[src/rtl/kes_arb_pkg.sv]
// Shared definitions for the KES channel arbiter: FSM state encoding,
// chunk counter constants and the one-hot to binary index helper.
package kes_arb_pkg;

  // One-hot FSM state encoding, held directly in the state register
  typedef enum logic [4:0] {
    ST_IDLE    = 5'b00001,
    ST_SELECT  = 5'b00010,
    ST_OUT     = 5'b00100,
    ST_DUMMY   = 5'b01000,
    ST_STANDBY = 5'b10000
  } arb_state_t;

  localparam int         CHUNK_CNT_W   = 8;
  localparam logic [7:0] CHUNK_CNT_MAX = 8'd255;

  // Binary index of the set bit in a one-hot vector of up to 16 lanes.
  // An all-zero vector maps to index 0.
  function automatic logic [3:0] oneHotToBin(input logic [15:0] oneHot);
    logic [3:0] idx;
    idx = 4'd0;
    for (int i = 0; i < 16; i++) begin
      idx = idx | (oneHot[i] ? i[3:0] : 4'd0);
    end
    return idx;
  endfunction

endpackage

[src/rtl/kes_arb_if.sv]
// Request/grant bundle between the decoder channels and the KES arbiter.
interface kes_arb_if #(
  parameter int CHANNEL_COUNT = 4,
  parameter int CHANNEL_BITS  = 2
);
  logic [CHANNEL_COUNT-1:0] iRequestChannel;
  logic [CHANNEL_COUNT-1:0] iLastChunk;
  logic                     iKESAvail;
  logic [CHANNEL_COUNT-1:0] oKESAvail;
  logic [CHANNEL_BITS-1:0]  oChannelNumber;
  logic                     oChannelValid;
  logic                     oForcedRelease;

  // Arbiter side
  modport slave (
    input  iRequestChannel, iLastChunk, iKESAvail,
    output oKESAvail, oChannelNumber, oChannelValid, oForcedRelease
  );

  // Channel / solver side
  modport master (
    output iRequestChannel, iLastChunk, iKESAvail,
    input  oKESAvail, oChannelNumber, oChannelValid, oForcedRelease
  );
endinterface

[src/rtl/rr_priority_picker.sv]
// Combinational round-robin search: the first requesting channel found
// scanning upward from the pointer, wrapping modulo CHANNEL_COUNT.
module rr_priority_picker
  import kes_arb_pkg::*;
#(
  parameter int CHANNEL_COUNT = 4,
  parameter int CHANNEL_BITS  = 2
) (
  input  logic [CHANNEL_COUNT-1:0] iRequest,
  input  logic [CHANNEL_BITS-1:0]  iPointer,
  output logic [CHANNEL_COUNT-1:0] oGrant,
  output logic [CHANNEL_BITS-1:0]  oIndex
);

  logic [CHANNEL_BITS-1:0] probe;
  logic                    found;
  logic [15:0]             grantWide;

  // Scan from the pointer; power-of-two channel count makes the add wrap
  always_comb begin
    oGrant = {CHANNEL_COUNT{1'b0}};
    found  = 1'b0;
    probe  = iPointer;
    for (int i = 0; i < CHANNEL_COUNT; i++) begin
      probe = iPointer + i[CHANNEL_BITS-1:0];
      if (!found && iRequest[probe]) begin
        oGrant[probe] = 1'b1;
        found         = 1'b1;
      end else begin
        found = found;
      end
    end
  end

  // Widen the grant to the helper's 16-lane input
  always_comb begin
    grantWide                  = 16'd0;
    grantWide[CHANNEL_COUNT-1:0] = oGrant;
  end

  assign oIndex = CHANNEL_BITS'(oneHotToBin(grantWide));

endmodule

[src/rtl/kes_channel_arbiter.sv]
// Round-robin arbiter handing key-equation-solver chunk slots to decoder
// channels. A grant is held across chunks until the channel flags its last
// chunk, drops its request, or hits the MAX_CHUNKS limit.
module kes_channel_arbiter
  import kes_arb_pkg::*;
#(
  parameter int CHANNEL_COUNT = 4,
  parameter int CHANNEL_BITS  = 2,
  parameter int MAX_CHUNKS    = 16
) (
  input  logic      iClock,
  input  logic      iResetN,
  kes_arb_if.slave  bus
);

  localparam logic [CHUNK_CNT_W-1:0] CHUNK_LIMIT = CHUNK_CNT_W'(MAX_CHUNKS);
  localparam logic                   LIMIT_EN    = (MAX_CHUNKS != 0);

  arb_state_t                 rState;
  arb_state_t                 nextState;
  logic [CHANNEL_COUNT-1:0]   rGrant;
  logic [CHANNEL_COUNT-1:0]   rKesAvail;
  logic [CHANNEL_BITS-1:0]    rChannelNumber;
  logic [CHANNEL_BITS-1:0]    rPointer;
  logic [CHUNK_CNT_W-1:0]     rChunkCount;
  logic                       rChannelValid;
  logic                       rForcedRelease;

  logic [CHANNEL_COUNT-1:0]   pickGrant;
  logic [CHANNEL_BITS-1:0]    pickIndex;
  logic [CHANNEL_COUNT-1:0]   nextKesAvail;
  logic                       nextValid;
  logic                       nextForced;
  logic                       ownerLast;
  logic                       ownerRequest;
  logic                       limitHit;

  rr_priority_picker #(
    .CHANNEL_COUNT (CHANNEL_COUNT),
    .CHANNEL_BITS  (CHANNEL_BITS)
  ) uPicker (
    .iRequest (bus.iRequestChannel),
    .iPointer (rPointer),
    .oGrant   (pickGrant),
    .oIndex   (pickIndex)
  );

  assign ownerLast    = bus.iLastChunk[rChannelNumber];
  assign ownerRequest = bus.iRequestChannel[rChannelNumber];
  assign limitHit     = LIMIT_EN && (rChunkCount == CHUNK_LIMIT);

  // State register
  always_ff @(posedge iClock or negedge iResetN) begin
    if (!iResetN) begin
      rState <= ST_IDLE;
    end else begin
      rState <= nextState;
    end
  end

  // Next-state decision; an unknown encoding falls back to IDLE
  always_comb begin
    nextState = ST_IDLE;
    case (rState)
      ST_IDLE: begin
        if ((|bus.iRequestChannel) && bus.iKESAvail) nextState = ST_SELECT;
        else                                         nextState = ST_IDLE;
      end
      ST_SELECT: nextState = ST_OUT;
      ST_OUT:    nextState = ST_DUMMY;
      ST_DUMMY: begin
        if (ownerLast)     nextState = ST_IDLE;
        else if (limitHit) nextState = ST_IDLE;
        else               nextState = ST_STANDBY;
      end
      ST_STANDBY: begin
        // A dropped request abandons the grant even if the solver is ready
        if (!ownerRequest)      nextState = ST_IDLE;
        else if (bus.iKESAvail) nextState = ST_OUT;
        else                    nextState = ST_STANDBY;
      end
      default: nextState = ST_IDLE;
    endcase
  end

  // Output values for the coming cycle, derived from where the FSM is heading
  always_comb begin
    nextKesAvail = {CHANNEL_COUNT{1'b0}};
    nextValid    = 1'b0;
    nextForced   = 1'b0;
    if (nextState == ST_OUT) nextKesAvail = rGrant;
    else                     nextKesAvail = {CHANNEL_COUNT{1'b0}};
    if (nextState != ST_IDLE) nextValid = 1'b1;
    else                      nextValid = 1'b0;
    if ((rState == ST_DUMMY) && !ownerLast && limitHit) nextForced = 1'b1;
    else                                                nextForced = 1'b0;
  end

  // Registered outputs, grant capture, pointer advance and chunk counting
  always_ff @(posedge iClock or negedge iResetN) begin
    if (!iResetN) begin
      rKesAvail      <= {CHANNEL_COUNT{1'b0}};
      rChannelValid  <= 1'b0;
      rForcedRelease <= 1'b0;
      rGrant         <= {CHANNEL_COUNT{1'b0}};
      rChannelNumber <= {CHANNEL_BITS{1'b0}};
      rPointer       <= {CHANNEL_BITS{1'b0}};
      rChunkCount    <= {CHUNK_CNT_W{1'b0}};
    end else begin
      rKesAvail      <= nextKesAvail;
      rChannelValid  <= nextValid;
      rForcedRelease <= nextForced;
      if ((rState == ST_IDLE) && (nextState == ST_SELECT)) begin
        rGrant         <= pickGrant;
        rChannelNumber <= pickIndex;
        rPointer       <= pickIndex + CHANNEL_BITS'(1);
        rChunkCount    <= {CHUNK_CNT_W{1'b0}};
      end else if ((rState == ST_OUT) && (rChunkCount != CHUNK_CNT_MAX)) begin
        rChunkCount <= rChunkCount + CHUNK_CNT_W'(1);
      end else begin
        rChunkCount <= rChunkCount;
      end
    end
  end

  assign bus.oKESAvail      = rKesAvail;
  assign bus.oChannelNumber = rChannelNumber;
  assign bus.oChannelValid  = rChannelValid;
  assign bus.oForcedRelease = rForcedRelease;

endmodule

[src/flat_wrapper.sv]
// flat-port wrapper written by rule: the top's interface ports become plain ports
module kes_channel_arbiter_flat import kes_arb_pkg::*;
#(
  parameter int CHANNEL_COUNT = 4,
  parameter int CHANNEL_BITS  = 2,
  parameter int MAX_CHUNKS    = 16
)
  (iClock, iResetN, bus_iRequestChannel, bus_iLastChunk, bus_iKESAvail, bus_oKESAvail, bus_oChannelNumber, bus_oChannelValid, bus_oForcedRelease);
  kes_arb_if #(.CHANNEL_COUNT(CHANNEL_COUNT), .CHANNEL_BITS(CHANNEL_BITS)) bus_i ();
  input  logic iClock;
  input  logic iResetN;
  input wire logic [$bits(bus_i.iRequestChannel)-1:0] bus_iRequestChannel;
  input wire logic [$bits(bus_i.iLastChunk)-1:0] bus_iLastChunk;
  input wire logic [$bits(bus_i.iKESAvail)-1:0] bus_iKESAvail;
  output wire logic [$bits(bus_i.oKESAvail)-1:0] bus_oKESAvail;
  output wire logic [$bits(bus_i.oChannelNumber)-1:0] bus_oChannelNumber;
  output wire logic [$bits(bus_i.oChannelValid)-1:0] bus_oChannelValid;
  output wire logic [$bits(bus_i.oForcedRelease)-1:0] bus_oForcedRelease;
  assign bus_i.iRequestChannel = bus_iRequestChannel;
  assign bus_i.iLastChunk = bus_iLastChunk;
  assign bus_i.iKESAvail = bus_iKESAvail;
  assign bus_oKESAvail = bus_i.oKESAvail;
  assign bus_oChannelNumber = bus_i.oChannelNumber;
  assign bus_oChannelValid = bus_i.oChannelValid;
  assign bus_oForcedRelease = bus_i.oForcedRelease;
  kes_channel_arbiter #(.CHANNEL_COUNT(CHANNEL_COUNT), .CHANNEL_BITS(CHANNEL_BITS), .MAX_CHUNKS(MAX_CHUNKS)) u_core (.iClock(iClock), .iResetN(iResetN), .bus(bus_i));
endmodule
[config.mk]
export PLATFORM = sky130hd
export DESIGN_NAME = kes_channel_arbiter_flat
export DESIGN_NICKNAME = d
export VERILOG_FILES = /design/src/rtl/kes_arb_pkg.sv /design/src/rtl/kes_arb_if.sv /design/src/rtl/rr_priority_picker.sv /design/src/rtl/kes_channel_arbiter.sv /design/src/flat_wrapper.sv
export SDC_FILE = /design/constraint.sdc
export NUM_CORES = 1
export LEC_CHECK = 0
export CELL_PAD_IN_SITES_DETAIL_PLACEMENT = 0
export CELL_PAD_IN_SITES_GLOBAL_PLACEMENT = 1
export CORE_AREA = 5 5 66 68
export DETAILED_ROUTE_END_ITERATION = 7
export DIE_AREA = 0 0 71 73
export PLACE_DENSITY = 0.77
export SYNTH_ARGS = -nofsm -noshare
export SYNTH_HDL_FRONTEND = slang
export SYNTH_SLANG_ARGS = --single-unit
[constraint.sdc]
create_clock -name iClock -period 3 [get_ports iClock]
set_input_delay 0.6 -clock iClock [delete_from_list [all_inputs] [get_ports iClock]]
set_output_delay 0.6 -clock iClock [all_outputs]
set_load 0.03 [all_outputs]
==> run metrics, run 1 <==
Mapped Area 1583 µm²; peak supply drop 0.5002 mV; total grt overflow 0; commonest non-fill, non-tap cells in the layout dfrtp_1, clkdlybuf4s50_1, nor2_1; HP Class reg -> reg; Inserted Diodes 0; worst slack, placed 187.3 ps; initial core utilization 0.4167; leading post-synthesis cells by cell area dfrtp_1, mux4_2, ha_1; Initial DRT Pass Iterations 4; commonest non-fill, non-tap cell in the layout dfrtp_1; CTS sink cnt 27; GRT Total Usage 0.1328; hold buffer count at cts 0; initial antenna violation count 0; start point of the worst hold path u_core.rGrant[3]; Final Cell Area 1864 µm²; worst hold slack 496.2 ps; Most used DFF post-synth dfrtp_1; count of different cell masters after synthesis 45; Seq/Total Area, Yosys 0.4277; area of placed instances 1814 µm²; average size of a mapped cell 11.39 µm²; maximum number of pins on one net before global-route repair 28; Final Setup Violations 0; Slew headroom 0.5803; Slew Limit Fails 0; Max Root-Sink Buffers 2; Slew @ Worst Pin 621.4 ps; EDFF count, synth 0; Placed Cells 206; gpl congestion 0.8801; period utilisation layout 0.9066; RSZ-0062 raised after global routing no; Synth Net Count 158; final hold vios 0; die area 5183 µm²; pwr dens 857.2 nW/µm²; Fillers 370; Clock Root Buffer clkbuf_8; first-pass GRT wire length 5589 µm; cells after synthesis 139; Core Rows 23; TritonCTS Buffers 3; Final nets 180; setup ws final 280.2 ps; critical path arrival 2900 ps; flops & latches, synth 27; R2R depth 8; Worst EP required 3180 ps; Area growth, synth to finish 17.79%; ANT nets after route 0; Skew-Pair Late Insertion Delay 280 ps; DR vias/cell 5.524; register area 676.9 µm²; Boundary Pins 19; startpoint types flop; WHS Path Cells 1; Max-cap violations 0; post_cts resized 0; Worst-path clk slew 100 ps; min cycle time layout 2720 ps; setup bufs post-CTS 0; ys async rst share 1.000; layout cells sized above 1 0.1563; Syn. warnings 0; Layout Skew 5.255 ps; vias in the first global route 1175; Std-Cell Core Area 3799 µm²; fmax 367.7 MHz; CTS H-Tree Depth 1; CP Max Fanout 6; CTS tree done; Port Buffers 18; Post-DP HPWL 2451 µm; status completed; setup TNS 0 ps; Iteration-0 DRC Markers 104; Reg2Reg Launch Point u_core.rPointer[1]; DR vias 1160; Avg WL per Cell 15.20 µm; die width 71 µm; Hold Path End u_core.bus.oKESAvail[3]; flop2flop setup slack 280 ps; P_leak 0.0007795 µW; Crit. End Element flop; DRC viols 0; Worst R2R End u_core.bus.oChannelNumber[0]; Multi-input gate area 845.8 µm²; WL final 3191 µm; Die Y 73 µm; Synth top area share 0.4111; Synth area leader dfrtp_1; final non-filler cell total 210; CP Class reg -> reg
-- layer usage --
metal	vias up	wire, µm	GRT usage
met5	-	0	0
met4	0	14	0.02505
met3	2	127	0.03306
met2	27	1656	0.2255
met1	581	1391	0.1738
li1	550	-	-
-- metrics by stage --
stage,total power (µW),utilization
after global placement,1364,0.4776
after detailed placement,1389,0.4776
final,1598,0.4908
after floorplan,1188,-
after CTS,1611,0.4908
after global routing,1717,0.4908
-- kinds of logic (layout without fill, tap and decap cells) --
kind of cell / after synthesis / count (layout) / share of synthesized area
AND/OR/NAND/NOR: 53 / 53 / 0.2150
adder cells (fa/ha/maj): 8 / 8 / 0.06324
AO/OA/AOI/OAI: 27 / 27 / 0.1296
buffers and inverters: 11 / 32 / 0.03795
multiplexers: 6 / 6 / 0.08775
XOR/XNOR: 7 / 7 / 0.03874
flip-flops: 27 / 27 / 0.4277
-- worst max-delay path by stage --
stage / from / end / slack (ps) / cells past startpoint
floorplan: u_core.rPointer[0] / u_core.bus.oChannelNumber[0] / 520 / 9
finish: u_core.rPointer[1] / u_core.bus.oChannelNumber[0] / 280 / 8
CTS: u_core.rPointer[1] / u_core.bus.oChannelNumber[0] / 280 / 8
global placement: bus_iRequestChannel[2] / u_core.bus.oChannelNumber[0] / 250 / 7
global route: u_core.rPointer[1] / u_core.rPointer[0] / 140 / 8
detailed placement: bus_iRequestChannel[2] / u_core.bus.oChannelNumber[0] / 190 / 7
-- worst max-delay path, cell delays in order, from the launching register on --
cell      delay, ps
dfrtp_1         480
inv_1           130
ha_1            360
mux4_2          600
and2b_2         240
a222oi_1        300
nand3_1         170
nand2b_1        220
o21a_1          120
-- synth_stat cells, types with 2 or more instances --
master	number
nor2_1	15
mux4_2	5
nor3_1	2
a31oi_1	2
xor2_1	5
nand4_1	2
xnor2_1	2
ha_1	8
a221oi_2	2
dfrtp_1	26
a222oi_1	2
inv_1	7
or3_1	3
a21oi_1	7
buf_6	2
o21ai_0	6
nand3_1	3
and2_1	4
nand2_1	10
-- area by class of cell --
class / instances / share of cell area
Multi-Input combinational cell: 101 / 0.4537
Clock buffer: 3 / 0.02215
Timing Repair Buffer: 21 / 0.1087
Sequential cell: 27 / 0.3631
Tap cell: 50 / 0.03356
Clock inverter: 1 / 0.004698
Inverter: 7 / 0.01409
-- report_power, final --
part / switching, µW / total (µW) / leakage [µW] / internal [µW]
logic: 438 / 819 / 0.000402 / 381
clock network: 118 / 215 / 0.0000261 / 97.5
registers: 98.1 / 564 / 0.000352 / 466
-- registers in the layout, indices dropped and copies added (netlist names) --
register and count:
u_core.bus.oKESAvail 4, u_core.bus.oForcedRelease 1, u_core.rState 5, u_core.rPointer 2
u_core.rGrant 4, u_core.rChunkCount 8, u_core.bus.oChannelNumber 2, u_core.bus.oChannelValid 1
No activity file was read; power rests on OpenSTA's default activity.
==> inputs of run 2 (changes only) <==
Settings changed: CTS_CLUSTER_DIAMETER set to 150.
Clock period 3 ns to 2.7 ns, I/O delays scaled along.
==> run 2 against run 1 <==
Against the previous run:
- critical path depth up 1
- via count about the same
- register-to-register slack worse by 90 ps
- sequential cell count unchanged
- sequential power up 9.6%
==> run metrics, run 2 (synthesized netlist as in run 1, its figures left out) <==
Area growth, synth to finish 20.08%; Crit. End Element flop; commonest non-fill, non-tap cell in the layout dfrtp_1; Slew @ Worst Pin 611.9 ps; layout cells sized above 1 0.1818; Layout Skew 5.926 ps; Multi-input gate area 845.8 µm²; Worst EP required 2850 ps; TritonCTS Buffers 3; setup bufs post-CTS 0; Crit path depth 9; DRC viols 0; die width 71 µm; final hold vios 0; WL final 2999 µm; Final nets 185; DR vias/cell 5.391; Most common cell on crit path inv_1; slowest cell on the critical path mux4_2; crit-path cells inv_1, ha_1, mux4_2, and2b_2, a222oi_1, nand3_1, buf_4, inv_1, a21oi_1; Final Setup Violations 0; crit path capture u_core.bus.oChannelNumber[1]; flop2flop setup slack 190 ps; Port Buffers 18; die area 5183 µm²; vias in the first global route 1121; period utilisation layout 0.9291; Top Registers u_core.rChunkCount (8), u_core.rState (5); Skew-Pair Late Insertion Delay 270 ps; Fillers 362; Worst-path clk slew 90 ps; register area 676.9 µm²; P_leak 0.0008000 µW; ANT nets after route 0; R2R depth 9; worst hold slack 498.6 ps; Slew headroom 0.5868; Max Root-Sink Buffers 2; commonest non-fill, non-tap cells in the layout dfrtp_1, clkdlybuf4s50_1, nor2_1; total grt overflow 0; Boundary Pins 19; CTS tree done; fmax 398.6 MHz; hold buffer count at cts 0; RSZ-0062 raised after global routing no; CP Max Fanout 5; gpl congestion 0.9355; Iteration-0 DRC Markers 84; setup TNS 0 ps; Reg2Reg Launch Point u_core.rPointer[0]; HP Class reg -> reg; Inserted Diodes 0; worst slack, placed -12.05 ps; initial core utilization 0.4167; Max-cap violations 0; Avg WL per Cell 13.95 µm; area of placed instances 1852 µm²; overall power 1778 µW; number of flip-flops in the largest register 8; CP max stage delay 600 ps; Post-DP HPWL 2314 µm; Die Y 73 µm; critical path's top delay family multiplexers; status completed; CTS H-Tree Depth 1; initial antenna violation count 0; GRT Total Usage 0.1247; start point of the worst hold path u_core.rGrant[3]; register with the most flip-flops u_core.rChunkCount; maximum number of pins on one net before global-route repair 18; launch point of the critical path u_core.rPointer[0]; pwr dens 935.3 nW/µm²; peak supply drop 0.5167 mV; Worst R2R End u_core.bus.oChannelNumber[1]; Initial DRT Pass Iterations 5; min cycle time layout 2509 ps; startpoint types flop; post_cts resized 0; first-pass GRT wire length 5230 µm; CP Class reg -> reg; Slew Limit Fails 0; Std-Cell Core Area 3799 µm²; CTS sink cnt 27; DR vias 1159; worst path buffer plus inverter count 3; Final Cell Area 1901 µm²; critical path arrival 2660 ps; Clock Root Buffer clkbuf_8; setup ws final 191.3 ps; Core Rows 23
==> run 2: cell count changes in the layout (fill, tap and decap cells not counted) <==
| cell | previous run | this run |
|---|---|---|
| buf_4 | 3 | 8 |
| clkinvlp_4 | 0 | 1 |
| inv_6 | 1 | 0 |
==> run 2: how the worst min path moves through the flow <==
stage / end / cells past startpoint
after floorplan: u_core.bus.oChannelNumber[0] / 0
after detailed placement: u_core.bus.oKESAvail[3] / 1
after CTS: u_core.bus.oKESAvail[1] / 1
after global placement: u_core.bus.oKESAvail[1] / 1
final: u_core.bus.oKESAvail[3] / 1
after global routing: u_core.bus.oKESAvail[0] / 1
==> run 2: cell type report <==
type	instances	share of cell area
Sequential cell	27	0.3562
Clock buffer	3	0.02172
Timing Repair Buffer	26	0.1264
Clock inverter	1	0.003950
Inverter	7	0.01382
Tap cell	50	0.03292
Multi-Input combinational cell	101	0.4450
==> run 2: stage by stage <==
step,utilization,std cells
2_1_floorplan,-,139
3_3_place_gp,0.4875,211
3_5_place_dp,0.4875,211
4_1_cts,0.5003,215
5_1_grt,0.5003,215
6_report,0.5003,215
==> run 2: power breakdown <==
part | switching, µW | leakage (µW) | internal (µW) | total, µW
registers | 100 | 0.000352 | 517 | 618
logic | 482 | 0.000426 | 450 | 932
clock network | 123 | 0.0000217 | 105 | 228
==> run 2: layer usage <==
metal	up-vias	routed length, µm	track usage
met5	-	0	0
met4	0	66	0.03967
met3	8	103	0.03306
met2	26	1437	0.1936
met1	562	1392	0.1704
li1	563	-	-
